<file path="config.mk">
export PLATFORM = sky130hd
export DESIGN_NAME = v35_bus_bridge
export DESIGN_NICKNAME = d
export VERILOG_FILES = /design/src/rtl/v35_bus_bridge.sv
export SDC_FILE = /design/constraint.sdc
export NUM_CORES = 1
export LEC_CHECK = 0
export CORE_MARGIN = 1
export CORE_UTILIZATION = 25
export DETAILED_ROUTE_END_ITERATION = 10
export GPL_TIMING_DRIVEN = 1
export SLEW_MARGIN = 20
export SYNTH_ARGS = -nofsm -noshare
export SYNTH_HDL_FRONTEND = slang
export SYNTH_SLANG_ARGS = --single-unit
</file>
<file path="constraint.sdc">
create_clock -name clk -period 4.21 [get_ports clk]
set_clock_uncertainty 0.15 [all_clocks]
set_input_delay 0.421 -clock clk [delete_from_list [all_inputs] [get_ports clk]]
set_output_delay 0.421 -clock clk [all_outputs]
set_load 0.01 [all_outputs]
</file>
<file path="src/rtl/v35_bus_bridge.sv">
// V35 CPU to downstream bus bridge: one outstanding request per CPU strobe,
// with a bounded ACCESS phase that forces completion after TIMEOUT cycles.
module v35_bus_bridge #(
  parameter int          TIMEOUT = 255,
  parameter logic [15:0] RD_FILL = 16'hFFFF
) (
  input  logic        clk,
  input  logic        reset,
  input  logic [19:0] cpu_addr,
  input  logic        cpu_r_w,
  input  logic        cpu_n_ube,
  input  logic        cpu_n_mstb,
  input  logic        cpu_n_iostb,
  input  logic [15:0] cpu_dout,
  output logic [15:0] cpu_din,
  output logic        cpu_ready,
  output logic        bus_req,
  output logic        bus_io,
  output logic        bus_we,
  output logic [18:0] bus_addr,
  output logic [1:0]  bus_be,
  output logic [15:0] bus_wdata,
  input  logic [15:0] bus_rdata,
  input  logic        bus_ack,
  output logic        bus_timeout
);

  localparam int CW = (TIMEOUT < 2) ? 1 : $clog2(TIMEOUT + 1);

  typedef enum logic [1:0] {S_IDLE, S_ACCESS, S_DONE} state_t;

  state_t      r_state;
  state_t      w_next;
  logic [CW-1:0] r_cnt;
  logic        w_strobe;
  logic        w_start;
  logic        w_ack;
  logic        w_tmo;
  logic        r_io;
  logic        r_we;
  logic [18:0] r_addr;
  logic [1:0]  r_be;
  logic [15:0] r_wdata;
  logic [15:0] r_din;
  logic        r_timeout;

  assign w_strobe = ~cpu_n_mstb | ~cpu_n_iostb;
  assign w_start  = (r_state == S_IDLE) & w_strobe;
  assign w_ack    = (r_state == S_ACCESS) & bus_ack;
  // Ack on the final allowed cycle takes precedence over the forced completion.
  assign w_tmo    = (r_state == S_ACCESS) & ~bus_ack & (r_cnt == CW'(TIMEOUT - 1));

  always_ff @(posedge clk or posedge reset) begin
    if (reset) r_state <= S_IDLE;
    else       r_state <= w_next;
  end

  always_comb begin
    w_next = r_state;
    case (r_state)
      S_IDLE:   if (w_strobe) w_next = S_ACCESS;
      S_ACCESS: if (w_ack || w_tmo) w_next = S_DONE;
      S_DONE:   if (!w_strobe) w_next = S_IDLE;
      default:  w_next = S_IDLE;
    endcase
  end

  always_comb begin
    bus_req   = (r_state == S_ACCESS);
    cpu_ready = ~(w_strobe & (r_state != S_DONE));
  end

  always_ff @(posedge clk or posedge reset) begin
    if (reset) begin
      r_cnt     <= '0;
      r_io      <= 1'b0;
      r_we      <= 1'b0;
      r_addr    <= '0;
      r_be      <= '0;
      r_wdata   <= '0;
      r_din     <= 16'h0000;
      r_timeout <= 1'b0;
    end else begin
      r_timeout <= w_tmo;
      if (w_start) begin
        r_cnt   <= '0;
        r_io    <= cpu_n_mstb;  // memory strobe wins when both are low
        r_we    <= ~cpu_r_w;
        r_addr  <= cpu_addr[19:1];
        r_be    <= {~cpu_n_ube, ~cpu_addr[0]};
        r_wdata <= cpu_dout;
      end else if (r_state == S_ACCESS) begin
        r_cnt <= r_cnt + CW'(1);
      end
      if (w_ack && !r_we)      r_din <= bus_rdata;
      else if (w_tmo && !r_we) r_din <= RD_FILL;
    end
  end

  assign cpu_din     = r_din;
  assign bus_io      = r_io;
  assign bus_we      = r_we;
  assign bus_addr    = r_addr;
  assign bus_be      = r_be;
  assign bus_wdata   = r_wdata;
  assign bus_timeout = r_timeout;

endmodule

</file>
* After elaboration in Yosys (flattened, before gate mapping)
Index checks and enable logic that the tools add are counted.
** Word-level totals
- Logic and storage cells :: 46
- Register bits :: 66
- Input port bits :: 59
- Output and inout port bits :: 58
** Cells by class
- Multiplexer cells :: 8
- Bitwise logic cells :: 13
- Eq/ne operators :: 7
- $add $sub $neg :: 1
- Reduce and logical (&&, ||, !) cells :: 8
** Operator list (count)
- $mux 16 :: 2
- $mux 8 :: 2
- $add 8x1->8 const B :: 1
- $eq 8x8->1 const B :: 1
- $not 1->1 :: 7
- $mux 2 :: 3
- $ne 2x2->1 const B :: 3
- $pmux 2 s3 :: 1
- $and 1x1->1 :: 5
- $reduce_bool 2->1 :: 2
- $reduce_and 3->1 :: 1
- $eq 2x1->1 const B :: 1
- $eq 2x2->1 const B :: 1
- $logic_and 1x1->1 :: 2
- $logic_not 2->1 :: 1
- $ne 2x1->1 const B :: 1
- $logic_not 1->1 :: 1
- $logic_or 1x1->1 :: 1
- $or 1x1->1 :: 1

* Longest topological paths before layout
Gate-level depths: netlist of run 1.
- Word-level depth :: 6
- Gate-level depth with buffers :: 6
- Gate-level depth less buffers :: 5

* Worst setup path before layout of run 1
OpenSTA, ideal clock, no wires.
- Path type :: register to register
- From :: reg r_cnt[0]
- To :: reg r_din[0], in the netlist cpu_din[0]
- Period minus slack after synthesis :: 1583 ps
- Path slack :: 2627 ps
- Setup time :: 124 ps
- Required time :: 3936 ps
- Cell stages (with the launch flop) :: 7
- Data arrival time :: 1309 ps
- Path buffers :: 1
- Cells stage by stage :: dfrtp_1 -> inv_1 -> ha_1 -> and3_1 -> a21oi_4 -> buf_2 -> a21oi_1
** Between the ends
- Cells in the longest elaborated chain, start to end :: 4
** Ends and longest elaborated chain
- start, declared :: line 34 : logic [CW-1:0] r_cnt;
- start signal, assigned :: line 93 : r_cnt <= r_cnt + CW'(1);
- $eq 8x8->1 :: line 51 : assign w_tmo = (r_state == S_ACCESS) & ~bus_ack & (r_cnt == CW'(TIMEOUT - 1));
- $and 1x1->1 :: line 51
- $logic_and 1x1->1 :: line 96 : else if (w_tmo && !r_we) r_din <= RD_FILL;
- $reduce_bool 2->1 (no source line)
- end signal, assigned :: line 95 : if (w_ack && !r_we) r_din <= bus_rdata;
- end, declared :: line 44 : logic [15:0] r_din;
Every way passes these cells.
A chain may end at the register's enable or synchronous reset.

* Final worst setup path of run 1
- From :: reg r_state[1]
- To :: out bus_req
** Between the ends
- Cells in the longest elaborated chain, start to end :: 1
** Ends and longest elaborated chain
- start, declared :: line 32 : state_t r_state;
- start signal, assigned :: line 55 : else r_state <= w_next;
- $eq 2x1->1 :: line 69 : bus_req = (r_state == S_ACCESS);
- end, declared :: line 17 : output logic bus_req,
Every way passes these cells.

==> results of run 1 <==
worst max-delay path, delay by kind of cell, from the launching register on:
kind          cells  cell delay, ns
simple gates      1            0.37
flops             1            0.51
buf+inv           2            0.76
report_power, final:
group | switching, mW | leakage (nW) | internal (mW) | total (mW)
Clock | 0.238 | 0.0831 | 0.212 | 0.450
Combinational | 0.627 | 0.999 | 0.689 | 1.32
Sequential | 0.210 | 0.836 | 0.904 | 1.11
Total | 1.07 | 1.92 | 1.81 | 2.88
Yosys cell counts, types with 3 or more instances:
master / n / area, um2
sky130_fd_sc_hd__nand2_1: 119 / 447
sky130_fd_sc_hd__dfrtp_1: 66 / 1650
sky130_fd_sc_hd__inv_1: 20 / 75.1
sky130_fd_sc_hd__o22ai_1: 17 / 106
sky130_fd_sc_hd__a21oi_1: 16 / 80.1
sky130_fd_sc_hd__nand3_1: 8 / 40.0
sky130_fd_sc_hd__o21ai_0: 6 / 30.0
sky130_fd_sc_hd__buf_2: 5 / 25.0
sky130_fd_sc_hd__buf_6: 5 / 56.3
sky130_fd_sc_hd__clkbuf_1: 3 / 11.3
sky130_fd_sc_hd__o21ai_1: 3 / 15.0
sequential cells by signal, summed over array words and instances (netlist names):
name,count
bus_we,1
r_cnt,8
bus_be,2
bus_wdata,16
r_state,2
bus_io,1
cpu_din,16
bus_timeout,1
bus_addr,19
cells by family (layout without fill, tap and decap cells):
family,Yosys count,after routing
simple gates,136,136
flops,66,66
compound gates,50,50
buf+inv,35,155
fa+ha+maj,2,2
mux,2,2
xor+xnor,1,1
through the flow:
step           setup WS [ns]  hold WS (ns)
2_1_floorplan           1.98         0.288
3_5_place_dp            1.63         0.311
5_1_grt                 1.53         0.352
4_1_cts                 1.62         0.330
6_report                1.66         0.323
3_3_place_gp            1.68         0.311
worst paths after layout:
kind                            slack, ns            to         start
worst max-delay path                 1.66       bus_req    r_state[1]
worst min-delay path                 0.32  bus_wdata[0]  bus_wdata[0]
worst max register to register       2.10      r_cnt[4]    r_state[1]
worst min register to register       0.32  bus_wdata[0]  bus_wdata[0]
max in group asynchronous            2.64   cpu_din[11]         reset
min in group asynchronous            0.37  bus_addr[10]         reset
per-layer routing:
metal / up-vias / wire, um
li1: 1175 / -
met1: 1109 / 3060
met2: 70 / 3430
met3: 7 / 387
met4: 0 / 80
met5: - / 0
area by class of cell:
| class | instances | area [um2] |
|---|---|---|
| timing repair buffer | 119 | 1180 |
| tap | 140 | 175 |
| clock inverter | 5 | 31.3 |
| fill | 1104 | 6610 |
| inverter | 20 | 75.1 |
| clock buffer | 11 | 131 |
| multi-input combinational | 191 | 935 |
| sequential | 66 | 1650 |
==> metrics list, run 1 <==
- Global-route wire length before repair: 11.7 mm
* Arithmetic-cell share of the synthesized area counting full adders, half adders and majority gates: 0.904%
- Die X-Extent: 107 um
- The library cell used most frequently in the layout, excluding fill and tap cells, is sky130_fd_sc_hd__nand2_1.
- The slowest stage of the critical path belongs to the cell sky130_fd_sc_hd__clkdlybuf4s50_1.
- met2 is the most crowded layer.
- The critical path goes through nand2b_1 -> inv_1 -> clkdlybuf4s50_1.
* Iteration count of the initial detailed-routing pass: 4
* Count of state elements after synthesis: 66
- In this design, the stage delay of the slowest critical-path cell is 0.56 ns.
- DIE HEIGHT: 107 um
- Number of cells in the finished layout apart from fillers: 552
- Entering global routing, the biggest net connects 35 pins.
* Outcome: completed
- Critical path fanouts, max: 11
- In the final design database the tool counted 468 nets.
- Clk buf depth: 2
- Setup violations remaining at the end of the flow were counted as 0.
- Basic-gate share of the synthesized area counting and, or, nand and nor cells: 20.5%
* Number of standard-cell rows in the floorplan: 38
* Average wire length per cell after detail routing: 12.6 um
* Xor and xnor fraction of the mapped netlist area: 0.316%
- Setup repair after global routing left no endpoint under its margin.
- Headroom to the max-slew limit came out at 50.7%.
- The min-delay analysis places its worst path in the category register to register.
- Fraction of the mapped netlist area in compound gates: 11.3%
- Core outline area: 0.0108 mm2
- Post-CTS setup repair buffer count: 0
- The wire-length estimate of the detail-placed layout is 4.99 mm.
- The top cell types in the final layout, fill and taps aside, are 119 x sky130_fd_sc_hd__nand2_1, 116 x sky130_fd_sc_hd__clkdlybuf4s50_1, 66 x sky130_fd_sc_hd__dfrtp_1.
- Antenna Cells: 0
- Counting every sink on the clock net gives 66.
- Number of pins with negative max-slew slack in the final report: 0
- Required time of the worst setup path: 3.64 ns
- Grt ovf: 0
* Total via count in the routed design: 2361
* DR vias/cell: 4.28
* Total CTS buffers: 9
- The via count of the first global-routing pass came to 2562.
- Fraction of registers with async set or reset after synthesis: 100%
* Number of unique standard cell types used by synthesis: 32
- Fin Setup TNS: 0 ns
- Slew of the pin with the lowest slew margin: 0.740 ns
- The initial utilization of the core area, before any placement, comes to 25.7%.
- Commonest register cell after synthesis: sky130_fd_sc_hd__dfrtp_1
* Latest clock arrival within the worst-skew pair: 0.33 ns
- Timing would allow up to 392 MHz.
- GP Congestion: 0.741
- Global routing consumed, on the met2 layer, 22.4% of the routing resources.
* Global-route track usage on met1: 15.7%
- In this run the mean area of a mapped cell was 9.48 um2.
- Instance count after placement with tap cells included: 536
* Post-synth design cell area: 0.00277 mm2
- Power per cell area: 688 mW/mm2
* Hold path cells: 2
- Multiplexer cells account for 0.723% of the synthesized area.
* Final worst-path cycle share: 60.6%
- The worst setup path is launched from a register.
- STA classifies the critical path endpoint as an output port.
* Layout overhead on the synthesized area: 51.1%
- Layout cell share with drive strength beyond 1: 5.34%
* Final standard cell utilization of the core: 38.8%
- In this run the tool buffered the top-level ports with 116 buffer cells.
- Number of endpoints with negative hold slack in the final report: 0
* Met3 track utilization from global routing: 2.67%
- Total chip power: 2.88 mW
* Final Routed Wirelength: 6.95 mm
- The initial antenna violation count was 0.
- The H-tree generated during clock tree synthesis spans 3 levels.
* Leakage Power: 1.92 nW
- TritonCTS clock tree: built
* Number of nets in the synthesized netlist: 353
- Global routing used 12.9% of the available tracks.
* Post-DP Area: 0.00402 mm2
- Maxcap violations: 0
* Number of nets still failing antenna checks after routing: 0
- WP data arrival: 1.98 ns
* Design Area, Final: 0.00418 mm2
- Sequential elements use 59.6% of the synthesized area.
- After synthesis, the largest family of logic cells by area is simple AND/OR/NAND/NOR gates.
* R2r worst-path depth: 4
- The first routing iteration left 114 violations.
* Clock tree root driver cell: sky130_fd_sc_hd__clkbuf_8
- The worst setup path is of the register to output port kind.
- Die Footprint: 0.0115 mm2
- Number of synthesis warnings: 0
* I/O pin total: 117
- In this run, post-CTS hold repair placed 0 buffers.
* Number of resized instances in the post-cts repair step: 0
- DRC violation count after routing: 0
- In the synthesized netlist, the number of instances is 292.
- Yosys mapped a number of flops with a built-in enable equal to 0.
- Clock-pin slew was measured on the worst setup and hold paths at 0.08 ns.
* Worst supply voltage drop on vdd: 277 uV
- Time the worst path needs with I/O delays and setup: 2.55 ns
No activity file was read; power rests on OpenSTA's default activity.
==> run 2: changes to the inputs <==
==> constraint.sdc (replaced) <==
create_clock -name clk -period 2.3 [get_ports clk]
set_clock_uncertainty 0.15 [all_clocks]
set_input_delay 0.23 -clock clk [delete_from_list [all_inputs] [get_ports clk]]
set_output_delay 0.23 -clock clk [all_outputs]
set_load 0.01 [all_outputs]
==> run 2 against run 1 <==
Effect of this change:
- critical endpoint is now cpu_ready
- sequential cell count is the same
- clock power increased by 89%
- worst setup slack got worse by 1.5 ns
- power up 86%
- largest power group unchanged
- sequential power increased by 82%
- critical path depth stayed put
- sequential share of layout area fell by 0.34 points
- hold slack got worse by 0.17 ns
- clock-buffer cell count increased by 2
- combinational power grew 89%
- global-route usage up 0.097 points
==> metrics list, run 2 (synthesis results as in run 1) <==
* Setup CP Type: register to output port
* Port Buffers: 116 (unchanged)
- The number of buffers inserted for hold repair after clock tree synthesis is 0 (unchanged).
* Iteration count of the initial detailed-routing pass: 4 (unchanged)
- The worst register-to-register path ends at cpu_din[9].
- The maximum clock path buffer count was 2 (unchanged).
- Die X-Extent: 107 um (unchanged)
* Total via count in the routed design: 2446 (+3.6%)
* Critical path endpoint category: output port
- The data required time of the critical path came to 1.92 ns (-1.72 ns).
- After layout, the minimum clock period comes to 2.12 ns.
- The net total in the final layout is 471 (+0.64%).
* Number of clock sinks: 66 (unchanged)
- Critical register-to-register path startpoint: r_cnt[0]
- Number of endpoints with negative hold slack in the final report: 0 (unchanged)
- I/O pin total: 117 (unchanged)
- Final worst-path cycle share: 92.1%
* Antenna Cells: 0 (unchanged)
* TritonCTS clock tree: built
- Die Footprint: 0.0115 mm2 (unchanged)
* Layout overhead on the synthesized area: 52.4%
- Setup repair after global routing left no endpoint under its margin.
* DRC violation count after routing: 0 (unchanged)
* Fin Setup TNS: 0 ns (unchanged)
* WP data arrival: 1.74 ns (-0.24 ns)
- Combinational power share: 46.5% (+0.8 points)
- The die span in y is 107 um (unchanged).
- The power density of the placed cells is 1270 mW/mm2 (+85%).
* Final standard cell utilization of the core: 39.1% (+0.34 points)
- R2r worst-path depth: 5 (+1)
* Outcome: completed
- The total internal power was 3.38 mW (+87%).
- The number of setup buffers added after CTS came to 0 (unchanged).
* Core outline area: 0.0108 mm2 (unchanged)
- The static leakage power was 1.94 nW (+1.2%).
- The number of nets with antenna violations after detailed routing came to 0 (unchanged).
- The share of total power consumed by net switching came to 37.0% (-0.27 points).
- Grt ovf: 0 (unchanged)
- Number of resized instances in the post-cts repair step: 0 (unchanged)
- The proportion of layout cells with a drive suffix above 1 came to 5.78% (+0.44 points).
* Worst supply voltage drop on vdd: 486 uV (+76%)
* Relative contribution of sequential cells to total power: 37.7% (-1.0 points)
* Final Routed Wirelength: 7.10 mm (+2.2%)
- Average wire length per cell after detail routing: 12.8 um (+1.6%)
- The number of design-rule violations left by the first detailed-router iteration is 117 (+2.6%).
- Slew of the pin with the lowest slew margin: 0.701 ns (-0.0394 ns)
* Post-DP HPWL: 4.80 mm (-3.9%)
- The initial antenna violation count was 0 (unchanged).
* Latest clock arrival within the worst-skew pair: 0.33 ns (about the same)
- The clock group share of total power is 15.8% (+0.2 points).
- Worst Hold Class: input port to async pin
* Vias in the first global route: 2443 (-4.6%)
- Number of standard-cell rows in the floorplan: 38 (unchanged)
- DR vias/cell: 4.41 (+3.0%)
* Maxcap violations: 0 (unchanged)
- The count of H-tree levels built during CTS came to 3 (unchanged).
- Commonest cells after routing, fill and taps aside: 119 x sky130_fd_sc_hd__nand2_1, 116 x sky130_fd_sc_hd__clkdlybuf4s50_1, 66 x sky130_fd_sc_hd__dfrtp_1
- The power dissipated by switching net loads is 1.99 mW (+85%).
- Kind of launch point of the worst setup path: register
* Max-slew headroom: 53.2% (+2.6 points)
- The pin count of the biggest net entering global routing came to 51 (+46%).
* Clock transition at the registers of the reported paths: 0.07 ns (about the same)
- Clock tree root driver cell: sky130_fd_sc_hd__clkbuf_8
- Global-route wire length before repair: 11.7 mm (-0.18%)
- The flip-flop count of the largest register, all copies and words added is 19 (unchanged).
- The initial cell density of the core was 25.7% (unchanged).
* Timing-limited maximum frequency: 472 MHz
- Total CTS buffers: 9 (unchanged)
- The flop-to-flop setup slack came to 0.49 ns (-1.61 ns).
- The placer's final routability congestion estimate is 0.721 (-2.7%).
- The number of slew-limit violations in the final report is 0 (unchanged).
* Critical path fanouts, max: 9 (-2)
- The final-report setup violation count was 0 (unchanged).
- Most common library cell in the layout ignoring fill and taps: sky130_fd_sc_hd__nand2_1
- Total global routing track utilization: 13.0% (+0.097 points)
[run 2: cell count changes in the layout (fill, tap and decap cells not counted)]
cell,before,now
sky130_fd_sc_hd__clkinv_4,1,0
sky130_fd_sc_hd__clkbuf_8,9,10
sky130_fd_sc_hd__buf_4,3,5
sky130_fd_sc_hd__clkinvlp_4,1,0
sky130_fd_sc_hd__buf_12,0,1
sky130_fd_sc_hd__clkbuf_1,2,3
[run 2: worst max-delay path: stages (launching register included)]
cell                              delay, ns
sky130_fd_sc_hd__dfrtp_1               0.59
sky130_fd_sc_hd__inv_1                 0.08
sky130_fd_sc_hd__o21ai_0               0.18
sky130_fd_sc_hd__clkdlybuf4s50_1       0.56
[run 2: final cells by class]
type / instances / area (um2)
Fill cell: 1087 / 6570
Sequential cell: 66 / 1650
Timing Repair Buffer: 122 / 1220
Multi-Input combinational cell: 191 / 935
Tap cell: 140 / 175
Clock buffer: 13 / 149
Inverter: 20 / 75.1
Clock inverter: 3 / 15.0
[run 2: through the flow]
step | cells | setup WS, ns | area (um2) | hold WS [ns] | total power, mW
after floorplan | 292 | 0.265 | 2770 | 0.152 | 3.31
after global placement | 539 | 0.407 | 4060 | 0.309 | 4.50
after detailed placement | 539 | 0.368 | 4060 | 0.313 | 4.56
after CTS | 555 | 0.160 | 4220 | 0.154 | 5.45
after global routing | 555 | 0.0873 | 4220 | 0.184 | 5.81
final | 555 | 0.182 | 4220 | 0.158 | 5.36
[run 2: layer usage]
| metal | up-vias | track usage [%] | wire length (um) |
|---|---|---|---|
| met5 | - | 0 | 0 |
| met3 | 12 | 3.65 | 501 |
| met2 | 78 | 21.2 | 3320 |
| met1 | 1178 | 16.1 | 3170 |
| li1 | 1178 | - | - |
| met4 | 0 | 5.58 | 111 |
[run 2: worst max path at each step]
stage / slack [ns] / to / from / cells past startpoint
floorplan: 0.27 / bus_addr[0] / reset / 1
global placement: 0.41 / cpu_ready / cpu_n_mstb / 4
detailed placement: 0.37 / cpu_ready / cpu_n_mstb / 4
CTS: 0.16 / cpu_ready / r_state[1] / 3
global route: 0.09 / cpu_ready / r_state[1] / 3
finish: 0.18 / cpu_ready / r_state[1] / 3
[run 2: power groups by stage]
stage	Combinational (mW)	Clock, mW	Sequential, mW
after floorplan	1.15	0	2.16
after global placement	2.47	0	2.03
after detailed placement	2.54	0	2.03
after CTS	2.54	0.891	2.03
after global routing	2.77	0.938	2.10
final	2.49	0.850	2.02
